===== src/rtl/tx_tlp_arbiter.sv =====
// tx_tlp_arbiter: two-source TLP arbiter feeding the PCIe core tx stream.
// Port 0 carries completions and port 1 carries requests. A granted port
// keeps the master stream until its TLP's tlast beat is accepted. One idle
// cycle separates TLPs, and each port counts the TLPs it has completed.
//
// state | meaning
// IDLE  | no owner, outputs quiet, arbitrating on incoming tvalid
// LOCK0 | port 0 owns the master stream until its tlast beat transfers
// LOCK1 | port 1 owns the master stream until its tlast beat transfers
`timescale 1ns/1ps
module tx_tlp_arbiter #(
  parameter int DATA_WIDTH = 64,
  parameter int KEEP_WIDTH = 8,
  parameter int CNT_WIDTH  = 16
) (
  input  logic                  clk,
  input  logic                  reset,
  input  logic [DATA_WIDTH-1:0] s0_tdata,
  input  logic [KEEP_WIDTH-1:0] s0_tkeep,
  input  logic                  s0_tvalid,
  input  logic                  s0_tlast,
  output logic                  s0_tready,
  input  logic [DATA_WIDTH-1:0] s1_tdata,
  input  logic [KEEP_WIDTH-1:0] s1_tkeep,
  input  logic                  s1_tvalid,
  input  logic                  s1_tlast,
  output logic                  s1_tready,
  output logic [DATA_WIDTH-1:0] m_tdata,
  output logic [KEEP_WIDTH-1:0] m_tkeep,
  output logic                  m_tvalid,
  output logic                  m_tlast,
  input  logic                  m_tready,
  input  logic                  prio_mode,
  output logic [1:0]            grant,
  output logic [CNT_WIDTH-1:0]  pkt_count0,
  output logic [CNT_WIDTH-1:0]  pkt_count1
);

  typedef enum logic [1:0] {
    IDLE  = 2'd0,
    LOCK0 = 2'd1,
    LOCK1 = 2'd2
  } state_e;

  localparam logic [CNT_WIDTH-1:0] CNT_ONE = CNT_WIDTH'(1);

  state_e               state_q, state_d;
  logic                 last_grant_q, last_grant_d;
  logic [CNT_WIDTH-1:0] pkt_count0_q, pkt_count0_d;
  logic [CNT_WIDTH-1:0] pkt_count1_q, pkt_count1_d;

  // State, round-robin history and packet counters; synchronous reset.
  // last_grant resets to 1 so port 0 wins the first tie.
  always_ff @(posedge clk) begin
    if (reset) begin
      state_q      <= IDLE;
      last_grant_q <= 1'b1;
      pkt_count0_q <= '0;
      pkt_count1_q <= '0;
    end else begin
      state_q      <= state_d;
      last_grant_q <= last_grant_d;
      pkt_count0_q <= pkt_count0_d;
      pkt_count1_q <= pkt_count1_d;
    end
  end

  // Next-state: arbitrate in IDLE, release the lock only on an accepted tlast beat.
  always_comb begin
    state_d      = state_q;
    last_grant_d = last_grant_q;
    pkt_count0_d = pkt_count0_q;
    pkt_count1_d = pkt_count1_q;
    case (state_q)
      IDLE: begin
        if (s0_tvalid && s1_tvalid) begin
          // Tie: strict priority favours port 0, otherwise alternate away from last owner.
          state_d = (prio_mode || last_grant_q) ? LOCK0 : LOCK1;
        end else if (s0_tvalid) begin
          state_d = LOCK0;
        end else if (s1_tvalid) begin
          state_d = LOCK1;
        end
      end
      LOCK0: begin
        if (s0_tvalid && m_tready && s0_tlast) begin
          state_d      = IDLE;
          last_grant_d = 1'b0;
          pkt_count0_d = pkt_count0_q + CNT_ONE;
        end
      end
      LOCK1: begin
        if (s1_tvalid && m_tready && s1_tlast) begin
          state_d      = IDLE;
          last_grant_d = 1'b1;
          pkt_count1_d = pkt_count1_q + CNT_ONE;
        end
      end
      default: state_d = IDLE;
    endcase
  end

  // Datapath mux: the locked port passes straight through; everything is quiet in IDLE.
  always_comb begin
    m_tdata   = '0;
    m_tkeep   = '0;
    m_tvalid  = 1'b0;
    m_tlast   = 1'b0;
    s0_tready = 1'b0;
    s1_tready = 1'b0;
    grant     = 2'b00;
    case (state_q)
      LOCK0: begin
        m_tdata   = s0_tdata;
        m_tkeep   = s0_tkeep;
        m_tvalid  = s0_tvalid;
        m_tlast   = s0_tlast;
        s0_tready = m_tready;
        grant     = 2'b01;
      end
      LOCK1: begin
        m_tdata   = s1_tdata;
        m_tkeep   = s1_tkeep;
        m_tvalid  = s1_tvalid;
        m_tlast   = s1_tlast;
        s1_tready = m_tready;
        grant     = 2'b10;
      end
      default: ;
    endcase
  end

  assign pkt_count0 = pkt_count0_q;
  assign pkt_count1 = pkt_count1_q;

endmodule


===== config.mk =====
export PLATFORM = sky130hd
export DESIGN_NAME = tx_tlp_arbiter
export DESIGN_NICKNAME = d
export VERILOG_FILES = /design/src/rtl/tx_tlp_arbiter.sv
export SDC_FILE = /design/constraint.sdc
export NUM_CORES = 1
export LEC_CHECK = 0
export CAP_MARGIN = 20
export CORE_AREA = 2 2 103 105
export DETAILED_ROUTE_END_ITERATION = 10
export DIE_AREA = 0 0 105 107
export GPL_TIMING_DRIVEN = 0
export PLACE_DENSITY_LB_ADDON = 0.2
export SKIP_CTS_REPAIR_TIMING = 1
export SLEW_MARGIN = 20
export SYNTH_ARGS = -nofsm -noshare
export SYNTH_HDL_FRONTEND = slang
export SYNTH_SLANG_ARGS = --single-unit

===== constraint.sdc =====
create_clock -name clk -period 4.9 [get_ports clk]
set_clock_uncertainty 0.2 [all_clocks]
set_input_delay 1.225 -clock clk [delete_from_list [all_inputs] [get_ports clk]]
set_output_delay 1.225 -clock clk [all_outputs]
set_load 0.005 [all_outputs]

; After elaboration in Yosys (flattened, before gate mapping)
; Index checks and enable logic that the tools add are counted.
[op_classes]
reduce_logical = 12
mux = 17
addsub = 2
eq_ne = 5
[op_table]
columns = operator, count
row1 = 64-bit case mux with 2 select lines, 1
row2 = 16-bit by 1-bit adder with 16-bit output (second input constant), 2
row3 = 8-bit case mux with 2 select lines, 1
row4 = 2-bit 2-to-1 mux, 6
row5 = 1-bit case mux with 2 select lines, 3
row6 = 2-bit case mux with 3 select lines, 1
row7 = 3-bit AND reduction, 2
row8 = 1-bit logical AND, 5
row9 = 1-bit 2-to-1 mux, 4
row10 = 2-bit inequality test (second input constant), 2
row11 = 4-bit inequality test (second input constant), 1
row12 = 2-bit case mux with 2 select lines, 1
row13 = 2-bit AND reduction, 2
row14 = 2-bit by 1-bit equality test with 1-bit output (second input constant), 1
row15 = 2-bit equality test (second input constant), 1
row16 = 2-bit logical NOT, 1
row17 = 2-bit nonzero test, 1
row18 = 1-bit logical OR, 1
[word_totals]
wordCells = 40
inputBits = 152
ff_bits = 35
output_inout_bits = 110

; Longest topological paths before layout
; Gate-level depths: netlist of the first run.
[logic_depth]
word_depth = 4
ltp_mapped = 8
ltp_nobuf = 6

; Worst setup path after synthesis of the first run
; OpenSTA, ideal clock, no wires.
[synth_path]
kind = register -> output
start = reg state_q[1]
end = out m_tdata[11]
path_stages_with_launch = 8
n_path_buf = 3
arrival_time_ns = 1.459
slack_ns = 2.016
required_time_ns = 3.475
cell_sequence = dfxtp_1 inv_1 ha_1 buf_2 clkbuf_1 buf_1 a22oi_1 nor2b_1
[synth_via]
elab_chain_len = 2
elab_cells_between_ends = 3
classes_between = eq/ne (2) / mux (1)
[synth_rtl]
columns = item, line_no
row1 = "start, declared", 47  ; state_e state_q, state_d;
row2 = "start signal, assigned", 61  ; state_q <= state_d;
row3 = 2-bit equality test or 2-bit by 1-bit equality test with 1-bit output (tied branches), 112  ; case (state_q)
row4 = 64-bit case mux with 2 select lines (*), 112
row5 = "end, declared", 28  ; output logic [DATA_WIDTH-1:0] m_tdata,
; Mark *: on every way between the ends. The rest lies on a longest branch, timed or not.

; Worst setup path after layout of the first run
[layout_path]
start = reg state_q[1]
end = out m_tdata[58]
; Same word-level chain as after synthesis.

==> metrics.yaml, run 1 <==
peakVddDrop_v: 0.000126
yosys_warnings: 0
drc: 0
crit_chain: "inv_1 -> ha_1 -> buf_2 -> clkbuf_1 -> buf_1 -> a22oi_1 -> nor2b_1 -> clkdlybuf4s50_1"
async_reset_ff_share_pct: 0
setup_tns_ns: 0
ctsLongestPathBuffers: 2
syn_area_per_cell_um2: 7.58
initial_utilization_pct: 27.8
pin_count: 262
vias: 3842
worstSetupPathType: "reg -> out"
fp.dieW_um: 105
worst_pin_slew_ns: 0.592
rsz0062_at_grt: "no"
ys_ff_latch: 35
routed_wl_um: 13200
num-fill-cells: 994
num_rows: 37
arrival_ns: 2.73
wl_per_cell_um: 17.1
clock-sinks: 35
max_stage_delay_ns: 0.55
syn_inst: 370
synth.net_count: 529
drtPass1Iterations: 4
fin_crit_sh_pct: 84.8
antenna_found_initial: 1
hold_viol: 0
maxSlewViolCount: 0
hold_class: "reg -> reg"
syn_area_um2: 2810
crit_fanout: 10
cp-end-kind: "primary output"
start_kind: "flop"
drive_gt1_share_pct: 2.19
grt_pass1_vias: 3930
utilization_pct: 56.1
place_congestion: 0.872
core_um2: 10100
slowest_stage: "clkdlybuf4s50_1"
grt_pass1_wl_um: 19900
slew_headroom_pct: 60.2
critPathRequiredTime_ns: 3.47
yosysSeqAreaShare_pct: 25.0
grt_max_degree: 11
die_h_um: 107
dieArea_um2: 11200
synthFlopType: "dfxtp_1"
grt_remaining_overflow: 0
outcome: "complete, no violations"
vias_per_cell: 4.96
synth-edff-count: 0
cts_buffers: 5
p_leak_nw: 1.74
clkTransAtPathRegs_ns: 0.07
io_buffers: 260
fin_crit_ns: 4.15
powerDensity_nw_per_um2: 188
hpwl_um: 11100
clock.fmax_mhz: 241
syn_to_final_growth_pct: 102
worst-path-buf-inv: 5
drt_iter0_drc: 122
htreeDepth: 2
setup_viol: 0
track_usage_pct: 22.1
root_buffer: "clkbuf_8"
fin_nets: 796
cap_violations: 0
clk-insertion-delay-late_ns: 0.28
cp_top_family: "buffers and inverters"
cts_tree: "done"
power_w: 0.00106
postRouteAntennaNets: 0
seq_area_um2: 701
multi_input_area_um2: 1950
synth_cell_type_count: 33
[stage by stage]
step / instances / setup slack [ns] / hold slack [ns] / cell area, µm²
2_1_floorplan: 370 / 2.02 / 0.270 / 2810
3_3_place_gp: 766 / 0.917 / 0.263 / 5580
3_5_place_dp: 766 / 0.912 / 0.287 / 5580
4_1_cts: 774 / 0.670 / 0.297 / 5660
5_1_grt: 774 / 0.446 / 0.318 / 5660
6_report: 775 / 0.747 / 0.286 / 5660
[worst paths after layout]
kind	startpoint	end	slack, ns	depth (start not counted)
max	state_q[1]	m_tdata[58]	0.75	8
max reg2reg	state_q[0]	pkt_count1[14]	2.49	7
min reg2reg	pkt_count0[15]	pkt_count0[15]	0.29	2
min	pkt_count0[15]	pkt_count0[15]	0.29	2
[flip-flops by register name, summed over array words and instances, names as in the netlist]
signal and cells:
pkt_count0 16, pkt_count1 16, state_q 2, last_grant_q 1
[where the power goes]
group	switching [W]	total (W)	leakage (nW)	internal, W
Sequential	0.00000474	0.000294	0.282	0.000289
Clock	0.0000980	0.000198	0.0422	0.0000996
Combinational	0.000237	0.000572	1.42	0.000335
Total	0.000339	0.00106	1.74	0.000724
[cells by family after synthesis]
group	synth area share, %
AOI/OAI and AO/OA	25.8
xor gates and xnor gates	6.24
adders and majority gates	3.12
buffers and inverters	5.35
DFF	25.0
and+or+nand+nor	34.5
[tightest hold or removal path: cells and delay by family (launching register included)]
family / cells / cell delay (ns)
DFF: 1 / 0.32
AOI/OAI and AO/OA: 2 / 0.11
[Yosys cell counts (2+ instances only)]
cell type,instances,area [µm²]
clkbuf_1,23,86.3
nor4_1,8,50.1
and2_1,2,12.5
nor2_1,21,78.8
nand2_1,15,56.3
nor2b_1,75,469
nand4_1,9,56.3
xnor2_1,15,131
xor2_1,5,43.8
nor3_1,4,20.0
nand2b_1,2,12.5
buf_2,3,15.0
dfxtp_1,35,701
or3_1,10,62.6
o21ai_0,10,50.1
o31ai_1,2,15.0
a21oi_1,14,70.1
a22oi_1,75,563
buf_1,5,18.8
ha_1,7,87.6
and4_1,5,43.8
inv_1,6,22.5
nand3_1,9,45.0
[layout make-up]
cell class,count,share of cell area [%]
flip-flops and latches,35,12.4
inverters,6,0.398
plain buffers,32,2.25
multi-input cells,297,34.5
clock inverters,1,0.0884
clock buffers,7,1.35
diodes,1,0.0442
repair buffers,260,46.0
well taps,136,3.01
[cells in the final DEF, fill, tap and decap left out, drive strengths merged, types with 10 or more instances in the layout]
cell / synthesis / final
a21oi: 14 / 14
a22oi: 75 / 75
clkbuf: 23 / 30
clkdlybuf4s50: 0 / 260
dfxtp: 35 / 35
nand2: 15 / 15
nand4: 10 / 10
nor2: 21 / 21
nor2b: 75 / 75
o21ai: 10 / 10
or3: 10 / 10
xnor2: 15 / 15
[routing by layer]
metal	wire length, µm	GRT usage, %
met4	315	6.76
met2	6800	40.5
met3	1270	9.18
met5	0	0
met1	4860	23.1
Power figures use the tool's default switching activity.
==> run 2, diff against run 1 <==
CORE_AREA = not set   (was 2 2 103 105)
CORE_ASPECT_RATIO = 0.75   (was not set)
CORE_MARGIN = 2   (was not set)
CORE_UTILIZATION = 31   (was not set)
DIE_AREA = not set   (was 0 0 105 107)
clock period = 4.1 ns   (was 4.9 ns; I/O delays follow)
==> metrics.yaml, run 2 (synthesized netlist as in run 1, its figures left out) <==
crit_fanout: 10  # unchanged
ctsLongestPathBuffers: 2  # unchanged
vias: 3866  # +0.62%
startpoint: "state_q[0]"
root_buffer: "clkbuf_16"
cap_violations: 0  # unchanged
clock-sinks: 35  # unchanged
cts_tree: "done"
clkTransAtPathRegs_ns: 0.05  # -0.02 ns
drtPass1Iterations: 4  # unchanged
die_h_um: 86.4  # -19%
grt_pass1_vias: 3657  # -6.9%
drc: 0  # unchanged
final_cells: 749  # -3.4%
p_leak_nw: 1.77  # +1.4%
htreeDepth: 2  # unchanged
hold_class: "reg -> reg"
cp-end-kind: "primary output"
reg2reg_slack_ns: 1.61  # -0.88 ns
clock.fmax_mhz: 255
rsz0062_at_grt: "no"
grt_pass1_wl_um: 18700  # -5.9%
wl_per_cell_um: 17.2  # +0.65%
pin_count: 262  # unchanged
hpwl_um: 10500  # -5.7%
drive_gt1_share_pct: 2.20  # +0.0034 points
io_buffers: 260  # unchanged
maxSlewViolCount: 0  # unchanged
clk-insertion-delay-late_ns: 0.27  # about the same
final_common_cell: "clkdlybuf4s50_1"
finalInstanceArea_um2: 5680  # +0.35%
dieArea_um2: 9830  # -12%
antenna_found_initial: 0  # -1
postRouteAntennaNets: 0  # unchanged
fin_crit_sh_pct: 95.7
hold_viol: 0  # unchanged
r2r_cells: 7  # unchanged
final.setup.worst_slack_ns: 0.178  # -0.569 ns
final_cell_mix: "clkdlybuf4s50_1 (260), a22oi_1 (75), nor2b_1 (75)"
place_congestion: 0.848  # -2.7%
vias_per_cell: 5.16  # +4.1%
drt_iter0_drc: 190  # +56%
worstSetupPathType: "reg -> out"
num_rows: 30  # -19%
setup_tns_ns: 0  # unchanged
post_dp_cell_area_um2: 5550  # -0.54%
rr_startpoint: "state_q[0]"
track_usage_pct: 23.9  # +1.8 points
r2r_end: "pkt_count1[14]"
utilization_pct: 63.6  # +7.5 points
holdPathStages: 2  # unchanged
fin_nets: 795  # -0.13%
slew_headroom_pct: 58.9  # -1.3 points
peakVddDrop_v: 0.000143  # +14%
diodes: 0  # -1
setup_viol: 0  # unchanged
syn_to_final_growth_pct: 103
dp_worst_setup_slack_ns: 0.385  # -0.527 ns
start_kind: "flop"
hold_end: "pkt_count0[15]"
outcome: "complete, no violations"
routed_wl_um: 12900  # -2.7%
worst_pin_slew_ns: 0.611  # +0.0199 ns
fin_crit_ns: 3.92
grt_max_degree: 11  # unchanged
core_um2: 8930  # -11%
place_inst: 742  # -3.1%
grt_remaining_overflow: 0  # unchanged
powerDensity_nw_per_um2: 246  # +31%
fp.dieW_um: 114  # +8.4%
critPathRequiredTime_ns: 2.87  # -0.60 ns
arrival_ns: 2.70  # -0.03 ns
cts_buffers: 5  # unchanged
hold_path.startpoint: "pkt_count0[15]"
initial_utilization_pct: 31.4  # +3.6 points
-- run 2: cell types whose count changed in the layout (fill, tap and decap cells not counted) --
cell	change
clkbuf_16	+5
clkbuf_8	-5
clkbuf_1	-1
diode_2	-1
-- run 2: worst max-delay path by stage --
stage / to / cells after the start
6_report: m_tdata[9] / 7
2_1_floorplan: m_tdata[11] / 7
3_5_place_dp: m_tvalid / 4
4_1_cts: m_tdata[8] / 8
5_1_grt: m_tdata[9] / 7
3_3_place_gp: m_tvalid / 4
-- run 2: per-layer routing --
layer	track usage (%)	wire, µm	up-vias
li1	-	-	1883
met1	29.3	5310	1810
met2	42.7	6340	153
met3	6.15	973	20
met4	5.21	252	0
met5	0	0	-
-- run 2: area by class of cell --
cell class	instances	area, µm²
Clock buffer	7	133
Timing Repair Buffer	260	2600
Buffer	31	124
Fill cell	787	3250
Inverter	6	22.5
Multi-Input combinational cell	297	1950
Tap cell	112	140
Clock inverter	1	5.00
Sequential cell	35	701
-- run 2: stage by stage --
stage | power [W] | hold WS, ns
after floorplan | 0.000681 | 0.270
after global placement | 0.00103 | 0.270
after detailed placement | 0.00104 | 0.284
after CTS | 0.00140 | 0.296
after global routing | 0.00147 | 0.313
final | 0.00139 | 0.291
-- run 2: critical path, cell delays in order, from the launching register on --
cell,delay (ns)
dfxtp_1,0.33
inv_1,0.11
ha_1,0.17
clkbuf_1,0.42
clkbuf_1,0.46
a22oi_1,0.19
nor2b_1,0.16
clkdlybuf4s50_1,0.58
-- run 2: where the power goes --
| part | internal (W) | switching, W | leakage [nW] |
|---|---|---|---|
| clock network | 0.000224 | 0.000134 | 0.0679 |
| logic | 0.000399 | 0.000286 | 1.42 |
| registers | 0.000346 | 0.00000498 | 0.282 |
==> run 3, diff against run 2 <==
ABC_CLOCK_PERIOD_IN_PS = 4100   (was not set)
==> results of run 3 <==
Final layout, timing and power as in run 2 (identical DEF).
==> RTL edit 1: new RTL, config.mk and constraints of run 3 <==
Register the input `prio_mode` before use, without a reset. The logic sees it one clock later. The other inputs are not delayed to match.
--- a/src/rtl/tx_tlp_arbiter.sv
+++ b/src/rtl/tx_tlp_arbiter.sv
@@ -44,6 +44,12 @@
 
   localparam logic [CNT_WIDTH-1:0] CNT_ONE = CNT_WIDTH'(1);
 
+  logic prio_mode_q;
+
+  always_ff @(posedge clk) begin
+    prio_mode_q <= prio_mode;
+  end
+
   state_e               state_q, state_d;
   logic                 last_grant_q, last_grant_d;
   logic [CNT_WIDTH-1:0] pkt_count0_q, pkt_count0_d;
@@ -75,7 +81,7 @@
       IDLE: begin
         if (s0_tvalid && s1_tvalid) begin
           // Tie: strict priority favours port 0, otherwise alternate away from last owner.
-          state_d = (prio_mode || last_grant_q) ? LOCK0 : LOCK1;
+          state_d = (prio_mode_q || last_grant_q) ? LOCK0 : LOCK1;
         end else if (s0_tvalid) begin
           state_d = LOCK0;
         end else if (s1_tvalid) begin
Formal check against the unedited RTL: not equivalent (Yosys sat finds a counterexample within 4 cycles, from zero or initial values and one cycle with reset high).
==> RTL edit 1 against run 3 <==
- total power rose by 18%
- area after synthesis increased by 1.7%
- sequential share of layout area is 0.21 points higher
- core utilization grew 0.18 points
- routed wire length grew 4.5%
- clock power is 6.1% higher
- sequential cell count is 1 higher
- hold slack got worse by 4.8 ps
- non-clock buffer count is 2 higher
- worst setup slack gained 62 ps
- cell area up 1.1%
- critical endpoint is now m_tdata[54]
- largest cell class unchanged
==> RTL edit 1: results (changes against run 3) <==
metric;value;unit;change
placed_cell_area;5590;um^2;+0.83%
drtIter0Drc;164;;-14%
slowest_stage;clkdlybuf4s50_1;;
port_buffers;260;;unchanged
hpwlAfterDp;11200;um;+6.7%
grt_max_degree;11;;unchanged
swShare;0.330;;+0.0249
worst_pin_slew;528;ps;-83.8 ps
power_density;286;nW/um^2;+16%
drive_gt1_frac;0.0247;;+0.00275
leakagePower;1.81;nW;+2.6%
finalPower;1.64;mW;+18%
nets;805;;+1.3%
outcome;completed;;
pwr-share-clk;0.232;;-0.025
antenna_found_initial;0;;unchanged
grt_pass1_wl;19500;um;+4.3%
ys_top_cells_by_count;a22oi_1 (74), nor2b_1 (74), dfxtp_1 (36);;
syn_avg_cell_area;7.52;um^2;-0.76%
syn_nets;538;;+1.7%
ir_drop;0.000156;V;+9.1%
root_buffer;clkbuf_16;;
final.fill_count;817;;+3.8%
powerSeq;366;uW;+4%
seq_area_frac_synth;0.253;;+0.00297
cp.arrival;2630;ps;-70 ps
synthTopCellsByArea;dfxtp_1 (25%), a22oi_1 (19%), nor2b_1 (16%);;
crit_buf_inv;5;;+1
grt_pass1_vias;3829;;+4.7%
gp_congestion;0.828;;-2.4%
place_inst;751;;+1.2%
vias;3915;;+1.3%
routedWlPerCell;17.7;um;+3.1%
cts.sinks;36;;+2.9%
grt_usage;0.247;;+0.00707
cpPeakStageDelay;550;ps;-30 ps
drt_first_pass_iters;5;;+1
layout.cells.non_filler;759;;+1.3%
post-place-ws;340;ps;-45.0 ps
==> RTL edit 1: cell types whose count changed after synthesis, sizes merged, moves of 3 or more <==
cell | run 3 | this run
or4 | 2 | 5
o31ai | 2 | 6
nor4 | 8 | 4
nor2 | 21 | 17
a21oi | 14 | 17
and2 | 2 | 5
nand3 | 9 | 12
clkbuf | 23 | 26
xnor2 | 15 | 10
or3 | 10 | 13
inv | 6 | 9
o21ai | 10 | 14
==> RTL edit 1: routing by layer <==
metal  global-route usage  up-vias  routed length, um
met3               0.0557       16                841
met4               0.0537        0                243
met2                0.461      135               6900
li1                     -     1924                  -
met1                0.288     1840               5480
met5                    0        -                  0
==> RTL edit 1: worst paths after layout <==
check	startpoint	depth (start not counted)	slack [ps]	to
hold reg to reg	pkt_count0[15]	2	290	pkt_count0[15]
setup reg to reg	state_q[0]	7	1710	pkt_count1[14]
hold / removal	pkt_count0[15]	2	290	pkt_count0[15]
setup / recovery	state_q[1]	8	240	m_tdata[54]
==> RTL edit 1: logic make-up (layout without fill, tap and decap cells) <==
| kind of cell | Yosys count | after routing | synth area share |
|---|---|---|---|
| AO/OA/AOI/OAI | 116 | 116 | 0.280 |
| XOR/XNOR | 14 | 14 | 0.0430 |
| adder cells (fa/ha/maj) | 7 | 7 | 0.0307 |
| buffers and inverters | 42 | 310 | 0.0579 |
| flip-flops | 36 | 36 | 0.253 |
| multiplexers | 1 | 1 | 0.00351 |
| AND/OR/NAND/NOR | 163 | 163 | 0.332 |
==> RTL edit 1: area by class of cell <==
cell class | count | area share
plain buffers | 33 | 0.0237
clock buffers | 8 | 0.0255
inverters | 9 | 0.00588
multi-input cells | 301 | 0.342
flip-flops and latches | 36 | 0.125
well taps | 112 | 0.0244
repair buffers | 260 | 0.453
==> RTL edit 2: new RTL, config.mk and constraints of run 3 <==
Made on the original files. Set the parameter `CNT_WIDTH` to 12 (it was 16).
--- a/src/rtl/tx_tlp_arbiter.sv
+++ b/src/rtl/tx_tlp_arbiter.sv
@@ -11,7 +11,7 @@
 module tx_tlp_arbiter #(
   parameter int DATA_WIDTH = 64,
   parameter int KEEP_WIDTH = 8,
-  parameter int CNT_WIDTH  = 16
+  parameter int CNT_WIDTH  = 12
 ) (
   input  logic                  clk,
   input  logic                  reset,
Interface: changed (resized pkt_count0 and pkt_count1); port bits go from 262 to 254. No check against the original RTL was run, so the function may have changed too.
==> RTL edit 2 against run 3 <==
- sequential cell count fell by 8
- sequential power down 22%
- routed wire length decreased by 12%
- worst setup slack better by 170 ps
- cell count down 7.2%
- global-route usage about the same
- combinational power grew 20%
- area after synthesis fell by 12%
- total power decreased by 10%
- critical endpoint is now m_tdata[32]
- cell area is 9.0% lower
==> RTL edit 2: results (changes against run 3) <==
metric;value;unit;change
nets;750;;-5.7%
cts_buffer_depth;2;;unchanged
ys_top_cells_by_count;nor2b_1 (77), a22oi_1 (74), dfxtp_1 (27);;
routedWlPerCell;16.3;um;-5.2%
cp.arrival;2530;ps;-170 ps
grt_util_met2;0.437;;+0.00962
path_clk_slew;90;ps;+40 ps
seq_area_frac;0.104;;-0.0188
placed_cell_area;5130;um^2;-7.5%
grt_max_degree;15;;+4
nNonClkBuffers;283;;-2.7%
multi_input_area_share;0.340;;-0.00387
cpPeakStageDelay;560;ps;-20 ps
met3_usage;0.0674;;+0.00588
gp_congestion;0.852;;+0.46%
ir_drop;0.000139;V;-3.0%
cts_buffers;3;;-2
drive_gt1_frac;0.0220;;+0.0000559
p_comb;821;uW;+20%
port_buffers;253;;-2.7%
grtUsageMet1;0.278;;-0.0142
finalPower;1.25;mW;-10%
hpwlAfterDp;9460;um;-9.8%
nClkBuffers;4;;-3
layout.cells.non_filler;695;;-7.2%
synthTopCellsByArea;a22oi_1 (23%), dfxtp_1 (22%), nor2b_1 (20%);;
die_w;107;um;-6.0%
root_buffer;clkbuf_8;;
yosysUniqueCellTypes;38;;+15%
grt_pass1_vias;3329;;-9.0%
comb.multi_input.count;265;;-11%
path_delay_family;buffers and inverters;;
powerSeq;275;uW;-22%
h-tree-depth;1;;-1
area.sequential;541;um^2;-23%
worst_pin_slew;491;ps;-121 ps
seq_cells;27;;-23%
met2_length;5750;um;-9.4%
route.met3.wl;930;um;-4.4%
place_inst;692;;-6.7%
drtIter0Drc;145;;-24%
seq_area_frac_synth;0.219;;-0.0306
syn_nets;493;;-6.8%
grt_usage;0.240;;+0.000448
final.fill_count;708;;-10%
wl_met1;4420;um;-17%
synthesis.instances;334;;-9.7%
post-place-ws;378;ps;-7.01 ps
leakagePower;1.63;nW;-7.6%
final-nonclk-buf-share;0.513;;+0.0335
clkCellAreaFrac;0.00871;;-0.0155
p_switching;440;uW;+3.4%
outcome;completed;;
vias;3462;;-10%
RTL edit 2: cell count changes after synthesis, sizes merged, moves of 4 or more:
| cell | delta |
|---|---|
| o21ai | -5 |
| inv | +5 |
| xnor2 | -4 |
| nor3 | +4 |
| nor4 | -6 |
| or3 | -9 |
| a21oi | -9 |
| dfxtp | -8 |
| nand2 | -4 |
| and4 | -4 |
RTL edit 2: worst paths after layout:
kind / cells past startpoint / start / slack (ps) / to
min: 2 / pkt_count0[1] / 310 / pkt_count0[1]
min reg2reg: 2 / pkt_count0[1] / 310 / pkt_count0[1]
max: 6 / state_q[0] / 350 / m_tdata[32]
max reg2reg: 8 / state_q[1] / 1740 / pkt_count0[10]
RTL edit 2: cells by family after synthesis:
kind of cell	count (synthesis)	share of synthesized area
DFF	27	0.219
xor gates and xnor gates	15	0.0533
adders and majority gates	7	0.0355
muxes	3	0.0132
AOI/OAI and AO/OA	93	0.275
and+or+nand+nor	147	0.336
buffers and inverters	42	0.0675
